$ cat config.mk
export PLATFORM = sky130hd
export DESIGN_NAME = pipe_stall_ctrl_flat
export DESIGN_NICKNAME = d
export VERILOG_FILES = /design/src/rtl/pipe_stall_if.sv /design/src/rtl/pipe_stall_ctrl.sv /design/src/flat_wrapper.sv
export SDC_FILE = /design/constraint.sdc
export NUM_CORES = 1
export LEC_CHECK = 0
export ABC_AREA = 1
export CORE_MARGIN = 2
export CORE_UTILIZATION = 41
export CTS_CLUSTER_DIAMETER = 50
export DETAILED_ROUTE_END_ITERATION = 7
export MAX_ROUTING_LAYER = met4
export PLACE_DENSITY = 0.76
export SYNTH_ARGS = -nofsm -noshare
export SYNTH_HDL_FRONTEND = slang
export SYNTH_SLANG_ARGS = --single-unit
$ cat constraint.sdc
create_clock -name clk -period 1.7 [get_ports clk]
set_input_delay 0.51 -clock clk [delete_from_list [all_inputs] [get_ports clk]]
set_output_delay 0.51 -clock clk [all_outputs]
set_load 0.005 [all_outputs]
$ cat src/rtl/pipe_stall_if.sv
// Pipeline-to-stall-controller bundle: hazard/handshake inputs from the core and
// the stall/flush/bubble controls returned to it. dbg_state mirrors the FSM state.
interface pipe_stall_if #(
  parameter int REG_W = 5
) ();
  logic [REG_W-1:0] id_rs;
  logic [REG_W-1:0] id_rt;
  logic             id_uses_rs;
  logic             id_uses_rt;
  logic             ex_mem_read;
  logic [REG_W-1:0] ex_rd;
  logic             id_md_start;
  logic             id_md_is_div;
  logic             id_jump;
  logic             imem_ready;
  logic             dmem_req;
  logic             dmem_ready;
  logic             full_stall;
  logic             jump_stall;
  logic             idex_bubble;
  logic             release_bubble;
  logic             md_busy;
  logic [2:0]       stall_cause;
  logic             dbg_state;

  // Handshake: the pipeline presents hazard and ready inputs for the current
  // cycle; the controller answers combinationally in the same cycle, and every
  // control output acts on the next rising clk edge.
  modport master (
    output id_rs, id_rt, id_uses_rs, id_uses_rt, ex_mem_read, ex_rd,
           id_md_start, id_md_is_div, id_jump, imem_ready, dmem_req, dmem_ready,
    input  full_stall, jump_stall, idex_bubble, release_bubble, md_busy,
           stall_cause, dbg_state
  );

  modport slave (
    input  id_rs, id_rt, id_uses_rs, id_uses_rt, ex_mem_read, ex_rd,
           id_md_start, id_md_is_div, id_jump, imem_ready, dmem_req, dmem_ready,
    output full_stall, jump_stall, idex_bubble, release_bubble, md_busy,
           stall_cause, dbg_state
  );
endinterface

$ cat src/rtl/pipe_stall_ctrl.sv
// Central stall/flush sequencer: arbitrates memory wait, mul/div occupancy,
// load-use and jump redirect, and emits a registered post-stall release bubble.
module pipe_stall_ctrl #(
  parameter int REG_W   = 5,
  parameter int MUL_LAT = 4,
  parameter int DIV_LAT = 32,
  parameter int CNT_W   = 6
) (
  input  logic         clk,
  input  logic         rst,
  pipe_stall_if.slave  bus
);

  typedef enum logic {RUN = 1'b0, MD_WAIT = 1'b1} state_t;

  localparam logic [CNT_W-1:0] DIV_LOAD = CNT_W'(DIV_LAT - 1);
  localparam logic [CNT_W-1:0] MUL_LOAD = CNT_W'(MUL_LAT - 1);

  state_t           state_q, state_d;
  logic [CNT_W-1:0] cnt_q, cnt_d;
  logic             jump_pend_q, jump_pend_d;
  logic             stall_q, stall_d;

  logic       mem_wait;
  logic       load_use;
  logic       md_wait;
  logic       full_stall;
  logic       jump_req;
  logic       jump_now;
  logic [2:0] cause;

  always_comb begin
    mem_wait   = !bus.imem_ready | (bus.dmem_req & !bus.dmem_ready);
    load_use   = bus.ex_mem_read & (bus.ex_rd != '0) &
                 ((bus.id_uses_rs & (bus.id_rs == bus.ex_rd)) |
                  (bus.id_uses_rt & (bus.id_rt == bus.ex_rd)));
    md_wait    = (state_q == MD_WAIT);
    full_stall = mem_wait | md_wait | load_use;
    jump_req   = bus.id_jump | jump_pend_q;
    jump_now   = jump_req & !full_stall;

    if (mem_wait)      cause = 3'd1;
    else if (md_wait)  cause = 3'd2;
    else if (load_use) cause = 3'd3;
    else if (jump_now) cause = 3'd4;
    else               cause = 3'd0;
  end

  always_comb begin
    state_d = state_q;
    cnt_d   = cnt_q;
    case (state_q)
      RUN: begin
        // A start under stall is dropped; the held ID instruction re-issues it.
        if (bus.id_md_start && !full_stall) begin
          state_d = MD_WAIT;
          cnt_d   = bus.id_md_is_div ? DIV_LOAD : MUL_LOAD;
        end
      end
      MD_WAIT: begin
        if (cnt_q == '0) state_d = RUN;
        else             cnt_d   = cnt_q - CNT_W'(1);
      end
      default: state_d = RUN;
    endcase
    // A jump seen while stalled survives until the first free cycle, where it drains.
    jump_pend_d = full_stall & jump_req;
    stall_d     = full_stall;
  end

  always_ff @(posedge clk or posedge rst) begin
    if (rst) begin
      state_q     <= RUN;
      cnt_q       <= '0;
      jump_pend_q <= 1'b0;
      stall_q     <= 1'b0;
    end else begin
      state_q     <= state_d;
      cnt_q       <= cnt_d;
      jump_pend_q <= jump_pend_d;
      stall_q     <= stall_d;
    end
  end

  // Outputs are forced low for the whole reset window, even though the stall
  // terms themselves are combinational in the pipeline inputs.
  assign bus.full_stall     = !rst & full_stall;
  assign bus.jump_stall     = !rst & jump_now;
  assign bus.idex_bubble    = !rst & load_use & !mem_wait & !md_wait;
  assign bus.release_bubble = !rst & stall_q & !full_stall;
  assign bus.md_busy        = !rst & md_wait;
  assign bus.stall_cause    = rst ? 3'd0 : cause;
  assign bus.dbg_state      = state_q;

endmodule
$ cat src/flat_wrapper.sv
// flat-port wrapper written by rule: the top's interface ports become plain ports
module pipe_stall_ctrl_flat 
#(
  parameter int REG_W   = 5,
  parameter int MUL_LAT = 4,
  parameter int DIV_LAT = 32,
  parameter int CNT_W   = 6
)
  (clk, rst, bus_id_rs, bus_id_rt, bus_id_uses_rs, bus_id_uses_rt, bus_ex_mem_read, bus_ex_rd, bus_id_md_start, bus_id_md_is_div, bus_id_jump, bus_imem_ready, bus_dmem_req, bus_dmem_ready, bus_full_stall, bus_jump_stall, bus_idex_bubble, bus_release_bubble, bus_md_busy, bus_stall_cause, bus_dbg_state);
  pipe_stall_if #(.REG_W(REG_W)) bus_i ();
  input  logic clk;
  input  logic rst;
  input wire logic [$bits(bus_i.id_rs)-1:0] bus_id_rs;
  input wire logic [$bits(bus_i.id_rt)-1:0] bus_id_rt;
  input wire logic [$bits(bus_i.id_uses_rs)-1:0] bus_id_uses_rs;
  input wire logic [$bits(bus_i.id_uses_rt)-1:0] bus_id_uses_rt;
  input wire logic [$bits(bus_i.ex_mem_read)-1:0] bus_ex_mem_read;
  input wire logic [$bits(bus_i.ex_rd)-1:0] bus_ex_rd;
  input wire logic [$bits(bus_i.id_md_start)-1:0] bus_id_md_start;
  input wire logic [$bits(bus_i.id_md_is_div)-1:0] bus_id_md_is_div;
  input wire logic [$bits(bus_i.id_jump)-1:0] bus_id_jump;
  input wire logic [$bits(bus_i.imem_ready)-1:0] bus_imem_ready;
  input wire logic [$bits(bus_i.dmem_req)-1:0] bus_dmem_req;
  input wire logic [$bits(bus_i.dmem_ready)-1:0] bus_dmem_ready;
  output wire logic [$bits(bus_i.full_stall)-1:0] bus_full_stall;
  output wire logic [$bits(bus_i.jump_stall)-1:0] bus_jump_stall;
  output wire logic [$bits(bus_i.idex_bubble)-1:0] bus_idex_bubble;
  output wire logic [$bits(bus_i.release_bubble)-1:0] bus_release_bubble;
  output wire logic [$bits(bus_i.md_busy)-1:0] bus_md_busy;
  output wire logic [$bits(bus_i.stall_cause)-1:0] bus_stall_cause;
  output wire logic [$bits(bus_i.dbg_state)-1:0] bus_dbg_state;
  assign bus_i.id_rs = bus_id_rs;
  assign bus_i.id_rt = bus_id_rt;
  assign bus_i.id_uses_rs = bus_id_uses_rs;
  assign bus_i.id_uses_rt = bus_id_uses_rt;
  assign bus_i.ex_mem_read = bus_ex_mem_read;
  assign bus_i.ex_rd = bus_ex_rd;
  assign bus_i.id_md_start = bus_id_md_start;
  assign bus_i.id_md_is_div = bus_id_md_is_div;
  assign bus_i.id_jump = bus_id_jump;
  assign bus_i.imem_ready = bus_imem_ready;
  assign bus_i.dmem_req = bus_dmem_req;
  assign bus_i.dmem_ready = bus_dmem_ready;
  assign bus_full_stall = bus_i.full_stall;
  assign bus_jump_stall = bus_i.jump_stall;
  assign bus_idex_bubble = bus_i.idex_bubble;
  assign bus_release_bubble = bus_i.release_bubble;
  assign bus_md_busy = bus_i.md_busy;
  assign bus_stall_cause = bus_i.stall_cause;
  assign bus_dbg_state = bus_i.dbg_state;
  pipe_stall_ctrl #(.REG_W(REG_W), .MUL_LAT(MUL_LAT), .DIV_LAT(DIV_LAT), .CNT_W(CNT_W)) u_core (.clk(clk), .rst(rst), .bus(bus_i));
endmodule
; ---- Word level (Yosys, flattened, before mapping)
; Cells that the tools add are included.
[classes]
bitwise = 21
eq_ne = 4
shift = 0
mux = 12
reduce_logical = 10
addsub = 1
magnitude_cmp = 0
multipliers = 0
n_div = 0
[ops]
columns = op, n
row1 = bitwise AND 1 bit, 15
row2 = two-way mux 3 bit, 5
row3 = two-way mux 6 bit, 2
row4 = one-hot mux 6 bit (2 select lines), 1
row5 = == test 5 bit, 2
row6 = zero test 1 bit, 6
row7 = zero test 6 bit, 1
row8 = subtractor 6 x 1 -> 6 bit (second input constant), 1
row9 = two-way mux 5 bit, 1
row10 = OR 1 bit, 5
row11 = nonzero test 5 bit, 1
row12 = two-way mux 1 bit, 2
row13 = != test 2 x 1 -> 1 bit (second input constant), 1
row14 = != test 2 bit (second input constant), 1
row15 = one-hot mux 1 bit (2 select lines), 1
row16 = AND reduction 2 bit, 1
row17 = logical AND 1 bit, 1
row18 = NOT 1 bit, 1
[word_totals]
ff_bits = 9
ram_bits = 0
out_inout_bits = 9
latch_bits = 0
rom_bits = 0
n_memories = 0
inputBits = 26

; ---- Longest topological paths before layout
; Gate-level depths: netlist (run 1).
[depth]
depth_word = 12
depth_mapped = 11
depth_no_buf = 11

; ---- Least setup slack after synthesis (run 1)
; Ideal clock, no wire load.
[synth_timing]
kind = input to output
start = input bus_ex_rd[2]
end = output bus_full_stall
arrival_time_ns = 1.176
slack_ns = 0.014
path_stages = 10
required_ns = 1.190
path_cell_list = inv_1 > nand2_1 > nand2_1 > nor2_1 > nand3_1 > nand2_2 > nand2_4 > nand2_2 > inv_1 > nor2_1
[synth_between]
elab_chain_len = 6
elab_cells_between_ends = 10
classes_between = eq/ne (2) / bitwise (7) / reduce/logical (1)
[synth_lines]
columns = element, line
row1 = "start, declared", flat_wrapper.sv:18  ; input wire logic [$bits(bus_i.ex_rd)-1:0] bus_ex_rd;
row2 = "== test 5 bit, on equally long branches", "pipe_stall_ctrl.sv:35, pipe_stall_ctrl.sv:36"
row3 = "bitwise AND 1 bit, on equally long branches", "pipe_stall_ctrl.sv:35, pipe_stall_ctrl.sv:36"
row4 = OR 1 bit, pipe_stall_ctrl.sv:35  ; ((bus.id_uses_rs & (bus.id_rs == bus.ex_rd)) |
row5 = bitwise AND 1 bit (*), pipe_stall_ctrl.sv:34  ; load_use = bus.ex_mem_read & (bus.ex_rd != '0) &
row6 = OR 1 bit (*), pipe_stall_ctrl.sv:38  ; full_stall = mem_wait | md_wait | load_use;
row7 = via u_core.full_stall, pipe_stall_ctrl.sv:27  ; logic full_stall;
row8 = bitwise AND 1 bit (*), pipe_stall_ctrl.sv:87  ; assign bus.full_stall = !rst & full_stall;
row9 = "end, declared", flat_wrapper.sv:25  ; output wire logic [$bits(bus_i.full_stall)-1:0] bus_full_stall;
; Mark *: on every way through the listed nets, which the timed path passes. The rest lies on a longest branch.

; ---- Final worst setup path (run 1)
[layout_timing]
start = input bus_ex_rd[1]
end = output bus_full_stall
; Same word-level chain as after synthesis.

==> results of run 1 <==
==> how the worst min path moves through the flow <==
| stage | startpoint | endpoint | depth (start not counted) |
|---|---|---|---|
| after floorplan | rst | u_core.bus.dbg_state | 1 |
| after global placement | u_core.cnt_q[5] | u_core.cnt_q[5] | 2 |
| after detailed placement | u_core.cnt_q[5] | u_core.cnt_q[5] | 2 |
| after CTS | rst | u_core.cnt_q[4] | 3 |
| after global routing | rst | u_core.cnt_q[5] | 3 |
| final | rst | u_core.cnt_q[5] | 3 |
==> Yosys cell counts <==
master    number
nand2_1       57
ha_1           1
nand3_1       10
o21ai_1        1
dfrtp_1        9
a21oi_1        2
buf_2          1
nor2_2         1
nand3_4        1
a21boi_0       1
nor3_1         2
o21ai_0        2
or3_1          1
xor2_1         1
nand2_2        2
nor2_1        21
nand2_4        2
inv_2          3
inv_1         23
==> cell type report <==
type	count	area [sq um]	area share, %
Inverter	26	110	7.85
Clock buffer	4	26.3	1.87
Multi-Input combinational cell	105	574	40.9
Sequential cell	9	225	16.1
Tap cell	25	31.3	2.23
Timing Repair Buffer	49	435	31.0
==> cells in the final DEF (no fill, tap or decap), drive strengths merged <==
master / netlist / final
xor2: 1 / 1
nand2: 61 / 61
nor2: 22 / 22
or3: 1 / 1
inv: 26 / 26
clkdlybuf4s15: 0 / 3
o21ai: 3 / 3
dlygate4sd2: 0 / 5
nand3: 11 / 11
a21boi: 1 / 1
dfrtp: 9 / 9
clkdlybuf4s50: 0 / 3
nor3: 2 / 2
ha: 1 / 1
buf: 1 / 38
a21oi: 2 / 2
clkbuf: 0 / 4
==> what timing repair did <==
item,in CTS,in global routing
hold endpoints to repair,0,0
setup buffers,12,2
pin swaps,38,25
resized for setup,140,32
gates cloned,0,0
setup endpoints to repair,15,15
==> through the flow <==
step	utilization, %	area, sq um	TNS [ps]	total power [mW]	setup slack [ps]
2_1_floorplan	-	800	0	0.812	13.6
3_3_place_gp	67.9	1210	-10030	1.08	-1130
3_5_place_dp	67.9	1210	-10440	1.11	-1150
4_1_cts	74.7	1330	-1780	1.40	-279
5_1_grt	78.7	1400	-2060	1.59	-323
6_report	78.7	1400	-1400	1.46	-237
==> cell families after synthesis <==
logic type      Yosys count
flops                     9
compound gates            6
buf+inv                  27
xor+xnor                  1
fa+ha+maj                 1
simple gates             97
==> registers in the layout, indices dropped and copies added, names as in the netlist <==
register,cells
u_core.cnt_q,6
u_core.bus.dbg_state,1
u_core.jump_pend_q,1
u_core.stall_q,1
==> power by group <==
part           switching, mW  leakage (nW)  internal, mW
logic                  0.491         0.663         0.430
clock network         0.0723        0.0150        0.0903
registers             0.0691         0.106         0.306
==> critical path, stage by stage <==
cell     delay [ps]
buf_8           110
nand2_1          60
nand2_1          50
nor2_1          110
nand3_1          90
nand2_2         110
nand2_4          80
nand2_8          90
inv_4            40
nor2_4           60
buf_2           110
==> routing by layer <==
layer  GRT usage (%)  wire length [um]  vias to the layer above
met1            28.2               990                      468
met4            8.11                19                        0
met3            4.81               100                        4
met2            44.2              1380                       26
li1                -                 -                      527
met5               -                 0                        -
==> out/qor_table.md, run 1 <==
| Group | Item | Value |
| --- | --- | --- |
| setup path | Worst Path Class, Setup | in2out |
| routing | Count of nets left with antenna violations after detail routing | 0 |
| synth | Count of synthesis-stage warnings from yosys | 0 |
| global routing | Antenna violations before repair | 0 |
| setup path | FF-to-FF Start | u_core.cnt_q[0] |
| power | Total leakage power | 0.784 nW |
| timing | Smallest hold slack | 424 ps |
| min path | Worst hold-check path type | in2async |
| cells and area | Synthesis-to-layout area growth | 75.4% |
| timing | Largest clock skew in the final design | 9.44 ps |
| place | Placed insts | 205 |
| floorplan | Die width | 48.2 um |
| floorplan | Std-Cell Core Area | 1780 sq um |
| synth | Post-Synthesis Net Count | 168 |
| setup path | Data arrival time of the critical path | 1430 ps |
| cells and area | Fraction of layout cells with a size suffix above 1 | 45.6% |
| routing | Final routed wire length divided by cell count | 11.4 um |
| power | Maximum ir drop on the vdd rail | 0.00103 V |
| synth | Largest area contributor in the netlist | dfrtp_1 |
| routing | Average via count per standard cell | 4.70 |
| global routing | GR Overflow Total | 0 |
| place | Final estimated routing congestion in global placement | 0.763 |
| synth | Post-synthesis adder-cell area fraction | 1.56% |
| floorplan | Die footprint | 2320 sq um |
| cts | Clk pin slew, worst setup/hold paths | 60 ps |
| timing | Hold violation total from the final report | 0 |
| timing | Minimum setup slack in the final design | -237 ps |
| synth | Cell area after technology mapping | 800 sq um |
| setup path | Worst reg2reg path depth | 11 |
| cts | # hold bufs at CTS | 0 |
| setup path | Worst Path Required | 1190 ps |
| routing | First-pass iteration count of the detailed router | 4 |
| timing | Final max-slew violation count | 0 |
| synth | Compound-gate portion of the synthesized area | 4.07% |
| cells and area | Count of filler cells inserted in the layout | 135 |
| timing | Minimum period implied by the final worst setup slack | 1940 ps |
| setup path | Reg-to-reg slack, setup | 120 ps |
| timing | Slew at the pin closest to its max-slew limit | 319 ps |
| timing | Final Setup Violations | 7 |
| cts | # H-tree levels | 1 |
| setup path | Launching element type of the critical path | input pin |
| cells and area | NumNets Final | 221 |
| synth | Area share of the largest cell type after synthesis | 28.2% |
| place | Number of input and output port buffers inserted | 34 |
| setup path | R2R Path End | u_core.cnt_q[0] |
| setup path | CP endpoint | bus_full_stall |
| floorplan | Height of the chip | 48.2 um |
| setup path | Type of element capturing the critical path | primary output |
| cts | Clock tree from TritonCTS | built |
| cells and area | Final cell count without fillers | 218 |
| setup path | Maximum fanout encountered on the critical timing path | 5 |
| cts | TritonCTS sink count | 9 |
| synth | Area contributors post-synth | dfrtp_1 (28%), nand2_1 (27%), inv_1 (11%) |
| synth | Mux cell area share after synthesis | 0% |
| floorplan | Effective utilization at floorplan | 44.8% |
| timing | Upper clock frequency limit | 0.516 GHz |
| synth | Combinational family with the most area after synthesis | simple AND/OR/NAND/NOR gates |
| routing | Wire length after detailed routing | 2490 um |
| run status | Violated checks | negative setup slack |
| global routing | Pin count of the biggest net entering global routing | 10 |
| routing | DRC | 0 |
| synth | Simple-gate portion of the synthesized area | 52.3% |
| synth | Xor and xnor fraction of the mapped netlist area | 1.10% |
| timing | RSZ-0062 raised after global routing | true |
| power | Power per cell area | 1040 nW/um^2 |
| cts | Number of buffers between clock root and the deepest sink | 2 |
| floorplan | Number of cell rows | 15 |
| synth | Distinct cell type count of the synthesized netlist | 19 |
| timing | Headroom to the max-slew limit | 78.6% |
| floorplan | Number of top-level pins | 35 |
| global routing | Global-route usage over all layers | 25.1% |
| cts | Clock insertion delay at the later pin of the skew report | 260 ps |
| run status | Status | finished with violations |
| routing | Overall via count from detail_route | 1025 |
| synth | Sequential-to-total area share from yosys stat | 28.2% |
| timing | Tcrit/Tclk final | 114% |
| run | Maxcap violations | 0 |
| cts | Number of CTS-inserted buffers | 3 |
| place | Half-perimeter wire length after placement | 1700 um |
| setup path | Startpoint of the most critical setup path | bus_ex_rd[1] |
| synth | Synthesis-stage register bit count | 9 |
| cells and area | Ant. Diodes | 0 |
| synth | Mean instance size in the synthesized netlist | 5.67 sq um |
| routing | Initial detailed-routing violation count | 20 |
| synth | Mapped Cells | 141 |
| global routing | Number of global-route vias before repair | 964 |
| cts | Master cell of the clock root buffer | clkbuf_4 |
| global routing | Global-route wire length before repair | 3940 um |
(Power assumes the default switching activity.)
==> run 2: changes to the inputs <==
ABC_AREA = 0   (was 1)
CORE_UTILIZATION = 40   (was 41)
PLACE_DENSITY = 0.77   (was 0.76)
==> run 2 against run 1 <==
Effect of this change: the flow now stops in global routing (5_1_grt); synthesized cell count is 43% lower; synthesized area is 8.5% lower.
==> out/qor_table.md, run 2 <==
| Group | Item | Value | Delta |
| --- | --- | --- | --- |
| synth | Post-Synthesis Net Count | 107 | -36% |
| cts | Number of buffers between clock root and the deepest sink | 2 | unchanged |
| floorplan | Effective utilization at floorplan | 42.4% | -2.5 points |
| synth | Most frequently used cell type in the post-synthesis netlist | xnor2_1 |  |
| synth | Area share of the largest cell type after synthesis | 30.8% | +2.6 points |
| synth | Cell area after technology mapping | 732 sq um | -8.5% |
| run status | Status | aborted with a tool error |  |
| floorplan | Number of cell rows | 15 | unchanged |
| cts | TritonCTS sink count | 9 | unchanged |
| synth | Count of synthesis-stage warnings from yosys | 0 | unchanged |
| synth | Mapped Cells | 80 | -43% |
| synth | Mean instance size in the synthesized netlist | 9.15 sq um | +61% |
| place | Half-perimeter wire length after placement | 1960 um | +16% |
| floorplan | Height of the chip | 46.8 um | -2.9% |
| cts | # H-tree levels | 1 | unchanged |
| timing | Pin category terminating the worst setup path after the last repair | top-level output |  |
| global routing | Pin count of the biggest net entering global routing | 10 |  |
| global routing | Antenna violations before repair | 0 |  |
| synth | Top cells by count, synth | xnor2_1 (12), dfrtp_1 (9), a21oi_1 (7) |  |
| place | Final estimated routing congestion in global placement | 0.794 | +4.0% |
| run status | Last flow stage reached | global routing (5_1_grt) |  |
| synth | Distinct cell type count of the synthesized netlist | 32 | +13 |
| cts | # hold bufs at CTS | 0 | unchanged |
| run status | First Err | [ERROR DPL-0033] detailed placement checks failed during check placement. |  |
| synth | Synthesis-stage register bit count | 9 | unchanged |
| place | Number of input and output port buffers inserted | 34 | unchanged |
| synth | Count of flip-flops with a built-in enable after synthesis | 0 | unchanged |
| synth | Area contributors post-synth | dfrtp_1 (31%), xnor2_1 (14%), mux2_4 (6.2%) |  |
| timing | Critical endpoint after global-route timing repair | bus_jump_stall |  |
| synth | Largest area contributor in the netlist | dfrtp_1 |  |
| floorplan | Die width | 46.8 um | -2.9% |
| cts | Number of CTS-inserted buffers | 3 | unchanged |
| floorplan | Number of top-level pins | 35 | unchanged |
| synth | Dominant synthesized flop cell | dfrtp_1 |  |
| synth | Sequential-to-total area share from yosys stat | 30.8% | +2.6 points |
| synth | Fraction of synthesis flops using an asynchronous set or reset pin | 100% | unchanged |
| cts | Master cell of the clock root buffer | clkbuf_4 |  |
[run 2: cell count changes after synthesis, sizes merged, moves of 3 or more]
cell and delta:
nand2 -56, inv -19, nor2 -17, xnor2 +12, nand3 -9, a21oi +7
mux2 +3, nand4 +3
[run 2: cell families after synthesis]
logic type / Yosys count / synth area share, %
flip-flops: 9 / 30.8
adder cells (fa/ha/maj): 1 / 1.71
AND/OR/NAND/NOR: 25 / 18.3
buffers and inverters: 9 / 5.13
multiplexers: 4 / 7.52
XOR/XNOR: 13 / 15.6
AO/OA/AOI/OAI: 19 / 21.0
[run 2: what timing repair did]
| item | 4_1_cts |
|---|---|
| buffers inserted | 22 |
| pin swaps | 24 |
| resized for setup | 97 |
| setup endpoints to repair | 18 |
| gates cloned | 0 |
[run 2: per-stage QoR]
step                      instances  instance area [sq um]  util, %  setup slack (ps)  hold WS [ps]
after floorplan                  80                    762        -              -468           506
after detailed placement        162                   1310     76.0             -1470           549
after CTS                       186                   1550     90.0              -827           320
after global placement          162                   1310     76.0             -1420           521
==> run 3: changes to the inputs <==
CORE_AREA = 2 2 63 65   (was unset)
CORE_MARGIN = unset   (was 2)
CORE_UTILIZATION = unset   (was 40)
CTS_CLUSTER_DIAMETER = unset   (was 50)
DIE_AREA = 0 0 65 67   (was unset)
MAX_ROUTING_LAYER = unset   (was met4)
PLACE_DENSITY = unset   (was 0.77)
PLACE_DENSITY_LB_ADDON = 0.15   (was unset)
==> run 3 against run 2 <==
Effect of this change: the flow now finishes, with violations (negative setup slack); synthesized area did not move; synthesized cell count did not move.
==> out/qor_table.md, run 3 <==
| Group | Item | Value | Delta |
| --- | --- | --- | --- |
| run status | Status | finished with violations |  |
| run status | Violated checks | negative setup slack |  |
| synth | Largest area contributor in the netlist | dfrtp_1 |  |
| cells and area | Ant. Diodes | 0 |  |
| cells and area | Fraction of layout cells with a size suffix above 1 | 60.8% |  |
| synth | Count of synthesis-stage warnings from yosys | 0 | unchanged |
| setup path | Data arrival time of the critical path | 1960 ps |  |
| routing | Sum of met3 wire segment lengths after detailed routing | 102 um |  |
| timing | RSZ-0062 raised after global routing | true |  |
| synth | Cell area after technology mapping | 732 sq um | unchanged |
| timing | Minimum period implied by the final worst setup slack | 2470 ps |  |
| setup path | Maximum fanout encountered on the critical timing path | 3 |  |
| routing | Count of nets left with antenna violations after detail routing | 0 |  |
| routing | First-pass iteration count of the detailed router | 4 |  |
| routing | Wire length after detailed routing | 2560 um |  |
| timing | Tcrit/Tclk final | 145% |  |
| cts | Clock tree from TritonCTS | built |  |
| floorplan | Number of cell rows | 22 | +7 |
| timing | Headroom to the max-slew limit | 69.2% |  |
| synth | Mapped Cells | 80 | unchanged |
| timing | Final Setup Violations | 16 |  |
| power | Total leakage power | 0.728 nW |  |
| floorplan | Die width | 65 um | +39% |
| synth | Distinct cell type count of the synthesized netlist | 32 | unchanged |
| cells and area | Synthesis-to-layout area growth | 118% |  |
| cts | Number of CTS-inserted buffers | 3 | unchanged |
| cells and area | Count of filler cells inserted in the layout | 368 |  |
| global routing | Global-route usage over all layers | 12.8% |  |
| cts | Clock insertion delay at the later pin of the skew report | 230 ps |  |
| synth | Fraction of synthesis flops using an asynchronous set or reset pin | 100% | unchanged |
| routing | Wire length on met2 | 1460 um |  |
| setup path | Type of element capturing the critical path | primary output |  |
| min path | Worst hold-check path type | reg2reg |  |
| setup path | Worst reg2reg path depth | 6 |  |
| cts | Master cell of the clock root buffer | clkbuf_8 |  |
| power | Maximum ir drop on the vdd rail | 0.000417 V |  |
| synth | Synthesis-stage register bit count | 9 | unchanged |
| cells and area | Final cell count without fillers | 206 |  |
| setup path | Worst Path Class, Setup | in2out |  |
| place | Number of input and output port buffers inserted | 34 | unchanged |
| routing | Average via count per standard cell | 4.25 |  |
| cells and area | Most common library cell in the layout ignoring fill and taps | buf_4 |  |
| cells and area | Largest Register | u_core.cnt_q |  |
| cells and area | Final core utilization | 44.3% |  |
| min path | Hold depth | 2 |  |
| synth | Mean instance size in the synthesized netlist | 9.15 sq um | unchanged |
| timing | Hold violation total from the final report | 0 |  |
| cts | TritonCTS sink count | 9 | unchanged |
| cts | Clk pin slew, worst setup/hold paths | 40 ps |  |
| routing | DRT met1 WL | 1000 um |  |
| synth | Area share of the largest cell type after synthesis | 30.8% | unchanged |
| global routing | Pin count of the biggest net entering global routing | 10 |  |
| synth | Top cells by count, synth | xnor2_1 (12), dfrtp_1 (9), a21oi_1 (7) |  |
| timing | Smallest hold slack | 532 ps |  |
| place | Half-perimeter wire length after placement | 1910 um | -2.6% |
| routing | Final routed wire length divided by cell count | 12.4 um |  |
| floorplan | Height of the chip | 67 um | +43% |
| synth | Area contributors post-synth | dfrtp_1 (31%), xnor2_1 (14%), mux2_4 (6.2%) |  |
| timing | Slew at the pin closest to its max-slew limit | 460 ps |  |
| cts | # H-tree levels | 1 | unchanged |
| timing | Minimum setup slack in the final design | -769 ps |  |
| routing | Initial detailed-routing violation count | 16 |  |
| cells and area | Most frequent cells in the layout | buf_4 (29), buf_6 (16), clkbuf_2 (9), buf_2 (9), dfrtp_1 (9) |  |
| synth | Dominant synthesized flop cell | dfrtp_1 |  |
| floorplan | Std-Cell Core Area | 3610 sq um |  |
| routing | DRC | 0 |  |
| setup path | Launching element type of the critical path | input pin |  |
| routing | Top routing layer in use | met3 |  |
| global routing | Antenna violations before repair | 0 |  |
| synth | Sequential-to-total area share from yosys stat | 30.8% | unchanged |
| routing | Overall via count from detail_route | 876 |  |
| power | Power per cell area | 1110 nW/um^2 |  |
| floorplan | Die footprint | 4360 sq um |  |
| synth | Post-Synthesis Net Count | 107 | unchanged |
| cells and area | Number of flip-flops under the largest register name | 6 |  |
| synth | Count of flip-flops with a built-in enable after synthesis | 0 | unchanged |
| timing | Upper clock frequency limit | 0.405 GHz |  |
| place | Final estimated routing congestion in global placement | 0.737 | -7.2% |
| floorplan | Effective utilization at floorplan | 20.3% | -22 points |
| timing | Largest clock skew in the final design | 0.616 ps |  |
| cells and area | NumNets Final | 186 |  |
| setup path | Worst Path Required | 1190 ps |  |
| global routing | Number of global-route vias before repair | 952 |  |
| floorplan | Number of top-level pins | 35 | unchanged |
| synth | Most frequently used cell type in the post-synthesis netlist | xnor2_1 |  |
| cts | Number of buffers between clock root and the deepest sink | 2 | unchanged |
| place | Placed insts | 188 | +16% |
| run | Maxcap violations | 0 |  |
| global routing | Global-route wire length before repair | 4210 um |  |
| global routing | GR Overflow Total | 0 |  |
| timing | Final max-slew violation count | 0 |  |
-- run 3: cell counts after synthesis --
Identical to the previous run, type by type.
-- run 3: layout make-up --
class / instances / area, sq um / area share [%]
timing repair buffer: 76 / 617 / 38.6
tap: 48 / 60.1 / 3.76
clock buffer: 4 / 45.0 / 2.82
inverter: 7 / 28.8 / 1.80
sequential: 9 / 225 / 14.1
multi-input combinational: 62 / 621 / 38.9
-- run 3: per-stage QoR --
stage / TNS, ps / area (sq um) / total power, mW / setup slack, ps
finish: -7970 / 1600 / 1.77 / -769
global route: -8680 / 1600 / 1.91 / -826
CTS: -7900 / 1530 / 1.73 / -791
detailed placement: -16430 / 1360 / 1.34 / -1460
global placement: -15990 / 1360 / 1.31 / -1410
floorplan: -3330 / 762 / 0.921 / -468
-- run 3: final timing paths --
| check | slack, ps | end | start |
|---|---|---|---|
| max reg2reg | -20 | u_core.cnt_q[2] | u_core.cnt_q[2] |
| min in group asynchronous | 570 | u_core.stall_q | rst |
| max | -770 | bus_jump_stall | bus_ex_rd[4] |
| min reg2reg | 530 | u_core.cnt_q[5] | u_core.cnt_q[5] |
| min | 530 | u_core.cnt_q[5] | u_core.cnt_q[5] |
| max in group asynchronous | 990 | u_core.cnt_q[1] | rst |
-- run 3: worst max-delay path, cell delays in order --
cell     delay (ps)
buf_6            90
or4_4           520
o21a_4          220
a21oi_4         180
buf_6           120
nor4b_4         160
buf_2           150
-- run 3: kinds of logic (layout without fill, tap and decap cells) --
logic type	count (synthesis)	in the layout	share of synthesized area, %
flops	9	9	30.8
buf+inv	9	87	5.13
mux	4	4	7.52
simple gates	25	25	18.3
compound gates	19	19	21.0
fa+ha+maj	1	1	1.71
xor+xnor	13	13	15.6
-- run 3: what timing repair did --
item,CTS,global route
gates resized for setup,81,38
buffers inserted,14,3
pin swaps,19,24
hold buffers,0,0
endpoints found under the setup margin,18,16
-- run 3: power breakdown --
part	switching [mW]	internal, mW
sequential	0.0649	0.309
clock	0.0812	0.163
combinational	0.460	0.692
-- run 3: per-layer routing --
metal,track usage (%),vias to the layer above
met5,0,-
met1,13.8,416
met2,25.4,18
li1,-,442
met4,0,0
met3,4.22,0
==> run 4: changes to the inputs <==
CTS_BUF_LIST = sky130_fd_sc_hd__clkbuf_8   (was unset)
==> run 4 against run 3 <==
Effect of this change: the flow still finishes with violations (negative setup slack); maximum frequency did not move; final cell count did not move; clock skew barely moved; first-iteration DRC count did not move; die area did not move; highest routed layer unchanged.
==> out/qor_table.md, run 4 (synthesis gave the netlist of run 3 again) <==
| Group | Item | Value | Delta |
| --- | --- | --- | --- |
| run status | Status | finished with violations |  |
| run status | Violated checks | negative setup slack |  |
| cts | TritonCTS sink count | 9 | unchanged |
| cells and area | Register cell area after layout | 225 sq um | unchanged |
| timing | Final Setup Violations | 16 | unchanged |
| timing | Tcrit/Tclk final | 145% | unchanged |
| power | Power per cell area | 1110 nW/um^2 | -0.37% |
| cells and area | Area of the multi-input gates | 621 sq um | unchanged |
| setup path | CP cell instances | buf_6 -> or4_4 -> o21a_4 -> a21oi_4 -> buf_6 -> nor4b_4 -> buf_2 |  |
| place | Half-perimeter wire length after placement | 1910 um | unchanged |
| setup path | Kind of cell with the highest combined delay on the critical path | simple AND/OR/NAND/NOR gates |  |
| routing | Count of nets left with antenna violations after detail routing | 0 | unchanged |
| cells and area | Most frequent cells in the layout | buf_4 (29), buf_6 (16), clkbuf_2 (9), buf_2 (9), dfrtp_1 (9) |  |
| cells and area | Synthesis-to-layout area growth | 118% | unchanged |
| timing | Minimum setup slack in the final design | -769 ps | unchanged |
| timing | Post-route setup TNS | -7970 ps | -1.29 ps |
| cells and area | NumNets Final | 186 | unchanged |
| timing | RSZ-0062 raised after global routing | true |  |
| cells and area | Number of flip-flops under the largest register name | 6 | unchanged |
| cts | # H-tree levels | 1 | unchanged |
| setup path | Launching element type of the critical path | input pin |  |
| floorplan | Die footprint | 4360 sq um | unchanged |
| timing | Largest clock skew in the final design | 0.782 ps | +0.165 ps |
| place | Number of input and output port buffers inserted | 34 | unchanged |
| setup path | FF-to-FF Start | u_core.cnt_q[2] |  |
| setup path | Data arrival time of the critical path | 1960 ps | about the same |
| cells and area | Largest Register | u_core.cnt_q |  |
| cells and area | Fraction of layout cells with a size suffix above 1 | 60.8% | unchanged |
| floorplan | Height of the chip | 67 um | unchanged |
| timing | Minimum period implied by the final worst setup slack | 2470 ps | unchanged |
| global routing | GR Overflow Total | 0 | unchanged |
| timing | Smallest hold slack | 532 ps | -0.0510 ps |
| setup path | Number of buffer and inverter stages on the critical path | 3 | unchanged |
| cts | Master cell of the clock root buffer | clkbuf_8 |  |
| global routing | Global-route usage over all layers | 12.8% | unchanged |
| timing | Slew at the pin closest to its max-slew limit | 460 ps | -0.000238 ps |
| min path | Worst Min Path Start | u_core.cnt_q[5] |  |
| place | Placed insts | 188 | unchanged |
| routing | Average via count per standard cell | 4.25 | -0.11% |
| setup path | Worst Path Class, Setup | in2out |  |
| setup path | Critical-path top delay cell | or4_4 |  |
| floorplan | Die width | 65 um | unchanged |
| power | Maximum ir drop on the vdd rail | 0.000417 V | -0.15% |
| setup path | Delay contributed by the slowest stage of the critical path | 520 ps | about the same |
| global routing | Antenna violations before repair | 0 | unchanged |
| global routing | Global-route wire length before repair | 4210 um | unchanged |
| routing | Wire length after detailed routing | 2560 um | about the same |
| cts | Clk pin slew, worst setup/hold paths | 40 ps | about the same |
| cells and area | Final cell count without fillers | 206 | unchanged |
| global routing | Pin count of the biggest net entering global routing | 10 | unchanged |
| place | Final estimated routing congestion in global placement | 0.737 | unchanged |
| routing | Initial detailed-routing violation count | 16 | unchanged |
| power | Total leakage power | 0.732 nW | +0.57% |
| setup path | Startpoint of the most critical setup path | bus_ex_rd[4] |  |
| routing | DRC | 0 | unchanged |
| cells and area | Count of filler cells inserted in the layout | 368 | unchanged |
| floorplan | Effective utilization at floorplan | 20.3% | unchanged |
| cells and area | Ant. Diodes | 0 | unchanged |
| routing | Overall via count from detail_route | 875 | -0.11% |
| setup path | Type of element capturing the critical path | primary output |  |
| cts | Number of CTS-inserted buffers | 3 | unchanged |
| floorplan | Number of cell rows | 22 | unchanged |
| timing | Hold violation total from the final report | 0 | unchanged |
| setup path | Maximum fanout encountered on the critical timing path | 3 | unchanged |
| floorplan | Std-Cell Core Area | 3610 sq um | unchanged |
| run | Maxcap violations | 0 | unchanged |
| floorplan | Number of top-level pins | 35 | unchanged |
| routing | First-pass iteration count of the detailed router | 4 | unchanged |
| timing | Headroom to the max-slew limit | 69.2% | about the same |
| cts | Clock insertion delay at the later pin of the skew report | 230 ps | about the same |
| cells and area | Most common library cell in the layout ignoring fill and taps | buf_4 |  |
| setup path | Most used cell along the critical path | buf_6 |  |
| timing | Final max-slew violation count | 0 | unchanged |
| routing | Final routed wire length divided by cell count | 12.4 um | about the same |
| min path | Worst hold-check path type | reg2reg |  |
| timing | Upper clock frequency limit | 0.405 GHz | unchanged |
| cts | Clock tree from TritonCTS | built |  |
| cts | Number of buffers between clock root and the deepest sink | 2 | unchanged |
| setup path | Worst Path Required | 1190 ps | about the same |
| global routing | Number of global-route vias before repair | 952 | unchanged |
run 4: repair_timing:
item,in CTS,in global routing
gates resized for setup,81,38
hold buffers,0,0
setup buffers,14,3
pin swaps,19,24
setup endpoints to repair,18,16
run 4: area by class of cell:
class,instances,area share [%]
inverters,7,1.80
multi-input cells,62,38.9
well taps,48,3.76
clock buffers,3,2.59
flip-flops and latches,9,14.1
clock inverters,1,0.235
repair buffers,76,38.6
run 4: power by group:
group | switching, mW | total [mW] | leakage [nW] | internal [mW]
Combinational | 0.460 | 1.15 | 0.607 | 0.692
Clock | 0.0809 | 0.238 | 0.0269 | 0.157
Sequential | 0.0649 | 0.374 | 0.0978 | 0.309
run 4: final timing paths:
| kind | end | slack [ps] | cells after the start |
|---|---|---|---|
| max in group asynchronous | u_core.cnt_q[1] | 990 | 4 |
| min in group asynchronous | u_core.stall_q | 570 | 4 |
| max | bus_jump_stall | -770 | 7 |
| min reg2reg | u_core.cnt_q[5] | 530 | 2 |
| max reg2reg | u_core.cnt_q[3] | -20 | 6 |
| min | u_core.cnt_q[5] | 530 | 2 |
run 4: routing by layer:
| layer | wire, um | track usage (%) |
|---|---|---|
| met5 | 0 | 0 |
| met2 | 1460 | 25.4 |
| met1 | 1000 | 13.8 |
| met4 | 0 | 0 |
| met3 | 102 | 4.22 |
run 4: tightest hold or removal path: cells and delay by family, from the launching register on:
family	cells	cell delay (ps)
compound gates	1	90
flops	1	330
simple gates	1	70
run 4: metrics by stage:
step                setup slack [ps]  total power, mW  util, %  instance area [sq um]
global placement               -1410             1.31     37.8                   1360
floorplan                       -468            0.921        -                    762
global route                    -826             1.91     44.3                   1600
detailed placement             -1460             1.34     37.8                   1360
finish                          -769             1.76     44.3                   1600
CTS                             -791             1.73     42.4                   1530
